<file path="config.mk">
export PLATFORM = sky130hd
export DESIGN_NAME = glyph_vram_writer
export DESIGN_NICKNAME = d
export VERILOG_FILES = /design/src/rtl/glyph_vram_writer.sv
export SDC_FILE = /design/constraint.sdc
export NUM_CORES = 1
export LEC_CHECK = 0
export CAP_MARGIN = 40
export CORE_MARGIN = 1
export CORE_UTILIZATION = 45
export CTS_CLUSTER_SIZE = 8
export DETAILED_ROUTE_END_ITERATION = 6
export PLACE_DENSITY = 0.68
export SYNTH_ARGS = -nofsm -noshare
export SYNTH_HDL_FRONTEND = slang
export SYNTH_SLANG_ARGS = --single-unit
</file>
<file path="constraint.sdc">
create_clock -name Clk -period 6.18 [get_ports Clk]
set_clock_uncertainty 0.15 [all_clocks]
set_input_delay 0.927 -clock Clk [delete_from_list [all_inputs] [get_ports Clk]]
set_output_delay 0.927 -clock Clk [all_outputs]
set_load 0.02 [all_outputs]
</file>
<file path="src/rtl/glyph_vram_writer.sv">
// Glyph-to-VRAM writer: fetches 8x16 font rows from a synchronous ROM and writes
// one pixel per cycle into the 1-bit VRAM write port; also performs full-screen clear.
module glyph_vram_writer #(
    parameter int unsigned GLYPH_W  = 8,
    parameter int unsigned GLYPH_H  = 16,
    parameter int unsigned SCREEN_W = 640,
    parameter int unsigned SCREEN_H = 480,
    parameter int unsigned ADDR_W   = 19
) (
    input  logic              Clk,
    input  logic              Rst_n,
    input  logic              Req_valid,
    output logic              Req_ready,
    input  logic [7:0]        Req_char,
    input  logic [9:0]        Req_x,
    input  logic [8:0]        Req_y,
    input  logic              Req_transparent,
    input  logic              Clear_req,
    output logic [11:0]       Font_addr,
    input  logic [GLYPH_W-1:0] Font_data,
    output logic              Vram_we,
    output logic [ADDR_W-1:0] Vram_addr,
    output logic              Vram_data,
    output logic              Busy,
    output logic              Done
);

    localparam int unsigned BIT_W  = $clog2(GLYPH_W);
    localparam int unsigned ROW_W  = $clog2(GLYPH_H);
    localparam int unsigned PX_W   = 11;
    localparam int unsigned PY_W   = 10;
    localparam int unsigned PIXELS = SCREEN_W * SCREEN_H;

    localparam logic [2:0] S_IDLE       = 3'd0;
    localparam logic [2:0] S_FETCH_WAIT = 3'd1;
    localparam logic [2:0] S_LATCH      = 3'd2;
    localparam logic [2:0] S_WRITE      = 3'd3;
    localparam logic [2:0] S_CLEAR      = 3'd4;
    localparam logic [2:0] S_DONE       = 3'd5;

    logic [2:0]         state_q,  state_d;
    logic [7:0]         char_q,   char_d;
    logic [9:0]         x_q,      x_d;
    logic [8:0]         y_q,      y_d;
    logic               transp_q, transp_d;
    logic [ROW_W-1:0]   row_q,    row_d;
    logic [BIT_W-1:0]   bit_q,    bit_d;
    logic [GLYPH_W-1:0] line_q,   line_d;
    logic [ADDR_W-1:0]  clr_q,    clr_d;
    logic [11:0]        faddr_q,  faddr_d;

    logic [PX_W-1:0]    px;
    logic [PY_W-1:0]    py;
    logic               pixel;
    logic               in_bounds;

    assign Req_ready = (state_q == S_IDLE) && !Clear_req;
    assign Busy      = (state_q != S_IDLE);
    assign Done      = (state_q == S_DONE);
    assign Font_addr = faddr_q;

    // State and datapath registers
    always_ff @(posedge Clk or negedge Rst_n) begin
        if (!Rst_n) begin
            state_q  <= S_IDLE;
            char_q   <= '0;
            x_q      <= '0;
            y_q      <= '0;
            transp_q <= 1'b0;
            row_q    <= '0;
            bit_q    <= '0;
            line_q   <= '0;
            clr_q    <= '0;
            faddr_q  <= '0;
        end else begin
            state_q  <= state_d;
            char_q   <= char_d;
            x_q      <= x_d;
            y_q      <= y_d;
            transp_q <= transp_d;
            row_q    <= row_d;
            bit_q    <= bit_d;
            line_q   <= line_d;
            clr_q    <= clr_d;
            faddr_q  <= faddr_d;
        end
    end

    // Next-state and datapath update
    always_comb begin
        state_d  = state_q;
        char_d   = char_q;
        x_d      = x_q;
        y_d      = y_q;
        transp_d = transp_q;
        row_d    = row_q;
        bit_d    = bit_q;
        line_d   = line_q;
        clr_d    = clr_q;
        faddr_d  = faddr_q;
        case (state_q)
            S_IDLE: begin
                // Clear wins over a concurrent draw request, which stays pending
                if (Clear_req) begin
                    clr_d   = '0;
                    state_d = S_CLEAR;
                end else if (Req_valid) begin
                    char_d   = Req_char;
                    x_d      = Req_x;
                    y_d      = Req_y;
                    transp_d = Req_transparent;
                    row_d    = '0;
                    faddr_d  = {Req_char, 4'd0};
                    state_d  = S_FETCH_WAIT;
                end
            end
            S_FETCH_WAIT: state_d = S_LATCH;
            S_LATCH: begin
                line_d  = Font_data;
                bit_d   = '0;
                state_d = S_WRITE;
            end
            S_WRITE: begin
                line_d = line_q << 1;
                bit_d  = bit_q + BIT_W'(1);
                if (bit_q == BIT_W'(GLYPH_W - 1)) begin
                    if (row_q == ROW_W'(GLYPH_H - 1)) begin
                        state_d = S_DONE;
                    end else begin
                        row_d   = row_q + ROW_W'(1);
                        faddr_d = {char_q, 4'(row_q + ROW_W'(1))};
                        state_d = S_FETCH_WAIT;
                    end
                end
            end
            S_CLEAR: begin
                clr_d = clr_q + ADDR_W'(1);
                if (clr_q == ADDR_W'(PIXELS - 1)) state_d = S_DONE;
            end
            S_DONE:  state_d = S_IDLE;
            default: state_d = S_IDLE;
        endcase
    end

    // Pixel position at full width so off-screen positions clip instead of wrapping
    assign pixel     = line_q[GLYPH_W-1];
    assign px        = PX_W'(x_q) + PX_W'(bit_q);
    assign py        = PY_W'(y_q) + PY_W'(row_q);
    assign in_bounds = (px < PX_W'(SCREEN_W)) && (py < PY_W'(SCREEN_H));

    // VRAM port decoded from registered state only
    always_comb begin
        Vram_we   = 1'b0;
        Vram_addr = '0;
        Vram_data = 1'b0;
        case (state_q)
            S_WRITE: begin
                Vram_we   = in_bounds && (!transp_q || pixel);
                Vram_addr = ADDR_W'(py) * ADDR_W'(SCREEN_W) + ADDR_W'(px);
                Vram_data = pixel;
            end
            S_CLEAR: begin
                Vram_we   = 1'b1;
                Vram_addr = clr_q;
                Vram_data = 1'b0;
            end
            default: begin
                Vram_we   = 1'b0;
                Vram_addr = '0;
                Vram_data = 1'b0;
            end
        endcase
    end

endmodule

</file>
* After elaboration in Yosys (flattened, before gate mapping) *
Index checks and enable logic that the tools add are counted.

word-level totals
  output and inout port bits = 36
  input bits = 40
  word-level logic and storage cells = 73
  bits in registers = 77

cells by class
  eq/ne operators = 15
  multipliers = 1
  reduce and logical (&&, ||, !) cells = 15
  order comparisons = 2
  mux-type cells = 23
  add/subtract/negate cells = 6
  bitwise gates (word level) = 1

operator list
  kind                                                   count
  one-hot mux 19 bit (2 select lines)                    2
  2-to-1 mux 12 bit                                      4
  one-hot mux 12 bit (2 select lines)                    1
  adder 19 x 1 -> 19 bit (second input constant)         1
  adder 19 x 11 -> 19 bit                                1
  == test 19 bit (second input constant)                 1
  2-to-1 mux 19 bit                                      1
  2-to-1 mux 4 bit                                       4
  one-hot mux 8 bit (2 select lines)                     1
  2-to-1 mux 3 bit                                       5
  one-hot mux 3 bit (5 select lines)                     1
  multiplier 10 x 3 -> 12 bit (second input constant)    1
  != test 2 bit (second input constant)                  6
  adder 10 x 3 -> 11 bit                                 1
  < comparator 11 x 10 -> 1 bit (second input constant)  1
  adder 9 x 4 -> 10 bit                                  1
  < comparator 10 x 9 -> 1 bit (second input constant)   1
  == test 3 bit (second input constant)                  3
  one-hot mux 4 bit (2 select lines)                     1
  == test 3 x 2 -> 1 bit (second input constant)         2
  one-hot mux 3 bit (2 select lines)                     1
  AND reduction 3 bit                                    2
  nonzero test 2 bit                                     3
  AND reduction 5 bit                                    1
  14 further kinds                                       17

* Longest topological paths before layout *
  depth after elaboration = 5
  mapped depth = 15

* Worst setup path before layout *
No wires, ideal clock.

  kind = reg2out
  start = reg row_q[0]
  end = out Vram_addr[17]
  required time = 5103 ps
  arrival time = 3863 ps
  stages on the path, launching flop included = 16
  slack = 1240 ps
  cells stage by stage = dfrtp_1 > ha_1 > inv_1 > fa_1 > nor2b_1 > o21ai_0 > nand2_1 > xor2_1 > ha_1 > fa_1 > a211oi_2 > nor3b_1 > nor4_4 > nand4_1 > xnor2_1 > o21ai_0

on the way
  longest elaborated chain between the ends = 4

RTL lines
  item                                 RTL line  source
  from (decl)                          46        logic [ROW_W-1:0] row_q, row_d;
  from (signal assigned)               81        row_q <= row_d;
  adder 9 x 4 -> 10 bit                148       assign py = PY_W'(y_q) + PY_W'(row_q);
  multiplier 10 x 3 -> 12 bit          159       Vram_addr = ADDR_W'(py) * ADDR_W'(SCREEN_W) + ADDR_W'(px);
  adder 19 x 11 -> 19 bit              159
  one-hot mux 19 bit (2 select lines)  156       case (state_q)
  to (decl)                            22        output logic [ADDR_W-1:0] Vram_addr,

No other way between the ends.

* Worst setup path after layout *
  start = reg row_q[0]
  end = out Vram_addr[18]

Same word-level chain as after synthesis.

==> results_dict.tcl <==
set metrics [dict create \
    cts_buffer_depth 2 \
    critPathRequiredTime_ns 5.10 \
    use_met3 0.0432 \
    initial_utilization 0.462 \
    synth_top_area_frac 0.387 \
    endpoint_kind "output port" \
    final_core_util 0.573 \
    hpwl_um 8070 \
    synth_flop_cell "dfrtp_1" \
    synthTopCellsByArea "dfrtp_1 (39%), nand2_1 (12%), ha_1 (8.2%)" \
    grt_pass1_vias 3974 \
    netlist_area_um2 4720 \
    grtUsageMet2 0.342 \
    syn-num-nets 625 \
    maxCapViolations 0 \
    power.density_nw_per_um2 220 \
    synth.distinct_cells 59 \
    overflow 0 \
    crit_chain "ha_1 -> inv_1 -> fa_1 -> nor2b_1 -> o21ai_0 -> nand2_1 -> xor2_1 -> ha_1 -> fa_1 -> a211oi_2 -> nor3b_1 -> nor4_4 -> nand4_1 -> or4_1 -> nand3_1 -> clkdlybuf4s50_1" \
    h-tree-depth 3 \
    worst_slack_ns 0.333 \
    antenna_found_initial 0 \
    drt_iter0_markers 188 \
    routedWlPerCell_um 14.4 \
    arrival_ns 4.77 \
    slew_viol_final 0 \
    drc 0 \
    ioPinCount 76 \
    cts_tree "yes" \
    async_flop_share 1.00 \
    fin_hold_ws_ns 0.250 \
    dieArea_um2 10900 \
    r2r_end "clr_q[18]$_DFFE_PN0P_" \
    wl_um 10900 \
    ant_nets 0 \
    root_buffer "clkbuf_8" \
    portBuffers 75 \
    n_antenna_cell 0 \
    dieWidth_um 104 \
    path_class "reg2out" \
    multi_input_area_um2 2740 \
    worst_slew_pin_slew_ns 0.721 \
    timing.rr.start "state_q[0]$_DFFE_PN0P_" \
    critPathMaxFanout 6 \
    startpoint_type "flip-flop" \
    cellLeakagePower_nw 2.69 \
    grt_use_total 0.212 \
    area.growth.synth_to_final_pct 24.0 \
    clock_latency_ns 0.35 \
    slowest_stage "clkdlybuf4s50_1" \
    hold_path_class "in2async" \
    fin_crit_ns 5.85 \
    synth_cells 550 \
    finalNetCount 691 \
    met1_usage 0.286 \
    layout_common_cells "nand2_1 (145), clkdlybuf4s50_1 (74), dfrtp_1 (73), o21ai_0 (62), ha_1 (31)" \
    slew_headroom 0.519 \
    gp_congestion 0.841 \
    detailroute.via_count 4043 \
    core.rowCount 37 \
    synth_edf_count 0 \
    syn_avg_cell_area_um2 8.59 \
    regToRegSetupSlack_ns 3.46 \
    busiest_layer "met2" \
    core_area_um2 10200 \
    hold_violations 0 \
    dr.pass1.iters 4 \
    final_common_cell "nand2_1" \
    fillers 910 \
    grt_pass1_wl_um 18800 \
    cts_sinks 73 \
    setup_violations 0 \
    ir_drop_mv 0.117 \
    finalCritPeriodShare 0.946 \
    pre_cts_slack_ns 0.651 \
    outcome "finished clean" \
    grt_max_degree 66 \
    max_stage_delay_ns 0.60 \
    seq_area_um2 1830 \
    numCtsBuffers 9 \
    ctsHoldBuffers 0 \
    viasPerCell 5.34 \
    clk_pin_slew_ns 0.09 \
    ys_seq_area_frac 0.387 \
    yosysTopAreaCell "dfrtp_1" \
    ys_ff_latch 73 \
    reg2regPathDepth 6 \
    yosysWarningCount 0 \
    die_height_um 104 \
    clock.fmax_mhz 171 \
    drive_above_1_share 0.0660 \
]
-- worst max-delay path, delay by kind of cell, from the launching register on --
| kind | cells | cell delay [ns] |
|---|---|---|
| fa+ha+maj | 4 | 1.44 |
| simple gates | 7 | 1.32 |
| buf+inv | 2 | 0.67 |
| flops | 1 | 0.44 |
| compound gates | 2 | 0.37 |
| xor+xnor | 1 | 0.20 |
-- cell families after synthesis --
| family | after synthesis | synth area share |
|---|---|---|
| simple gates | 239 | 0.231 |
| mux | 20 | 0.0424 |
| buf+inv | 39 | 0.0350 |
| fa+ha+maj | 35 | 0.0990 |
| xor+xnor | 31 | 0.0622 |
| flops | 73 | 0.387 |
| compound gates | 113 | 0.144 |
-- cell usage after synthesis, types with 3 or more instances --
library cell	n
a21o_1	3
a21oi_1	14
a22o_1	4
a31oi_1	5
and3_1	4
buf_2	3
clkbuf_1	20
dfrtp_1	73
fa_1	4
ha_1	31
inv_1	12
mux2i_1	20
nand2_1	145
nand2b_1	4
nand3_1	23
nand4_1	12
nor2_1	26
nor2b_1	3
o211ai_1	3
o21ai_0	62
xnor2_1	17
xor2_1	11
xor2_2	3
-- power breakdown --
| part | internal (mW) | switching (mW) |
|---|---|---|
| logic | 0.154 | 0.173 |
| clock network | 0.271 | 0.194 |
| registers | 0.487 | 0.00901 |
-- what timing repair did --
item	in CTS	in global routing
buffers inserted	0	0
gates resized for setup	0	1
endpoints found under the setup margin	0	1
-- layout make-up --
| type | instances | share of cell area |
|---|---|---|
| Sequential cell | 73 | 0.312 |
| Tap cell | 136 | 0.0290 |
| Clock buffer | 10 | 0.0218 |
| Multi-Input combinational cell | 438 | 0.468 |
| Inverter | 13 | 0.00833 |
| Clock inverter | 6 | 0.0196 |
| Timing Repair Buffer | 81 | 0.141 |
-- layer usage --
| metal | part of all wire | routed length, µm |
|---|---|---|
| met3 | 0.044 | 482 |
| met1 | 0.47 | 5120 |
| met4 | 0.018 | 196 |
| met2 | 0.47 | 5130 |
| met5 | 0 | 0 |
-- metrics by stage --
step	instance area (µm²)	instances	power, mW	setup TNS, ns
finish	5860	757	1.29	0
global route	5860	757	1.35	-0.0251
CTS	5850	757	1.30	0
detailed placement	5610	741	0.835	0
global placement	5550	738	0.829	0
floorplan	4720	550	0.700	0
-- sequential cells by signal (all words and copies together), names as in the netlist --
| register | count |
|---|---|
| char_q | 8 |
| Font_addr | 9 |
| row_q | 3 |
| line_q | 8 |
| y_q | 9 |
| bit_q | 3 |
| state_q | 3 |
| transp_q | 1 |
| clr_q | 19 |
| x_q | 10 |
-- how the worst max path moves through the flow --
| stage | start | slack (ns) | depth (start not counted) | end |
|---|---|---|---|---|
| global route | row_q[0]$_DFFE_PN0P_ | -0.03 | 16 | Vram_addr[18] |
| CTS | row_q[0]$_DFFE_PN0P_ | 0.25 | 16 | Vram_addr[18] |
| global placement | row_q[0]$_DFFE_PN0P_ | 0.78 | 16 | Vram_addr[18] |
| finish | row_q[0]$_DFFE_PN0P_ | 0.33 | 16 | Vram_addr[18] |
| floorplan | row_q[0]$_DFFE_PN0P_ | 1.24 | 15 | Vram_addr[17] |
| detailed placement | row_q[0]$_DFFE_PN0P_ | 0.65 | 16 | Vram_addr[18] |
(Power assumes the default switching activity.)
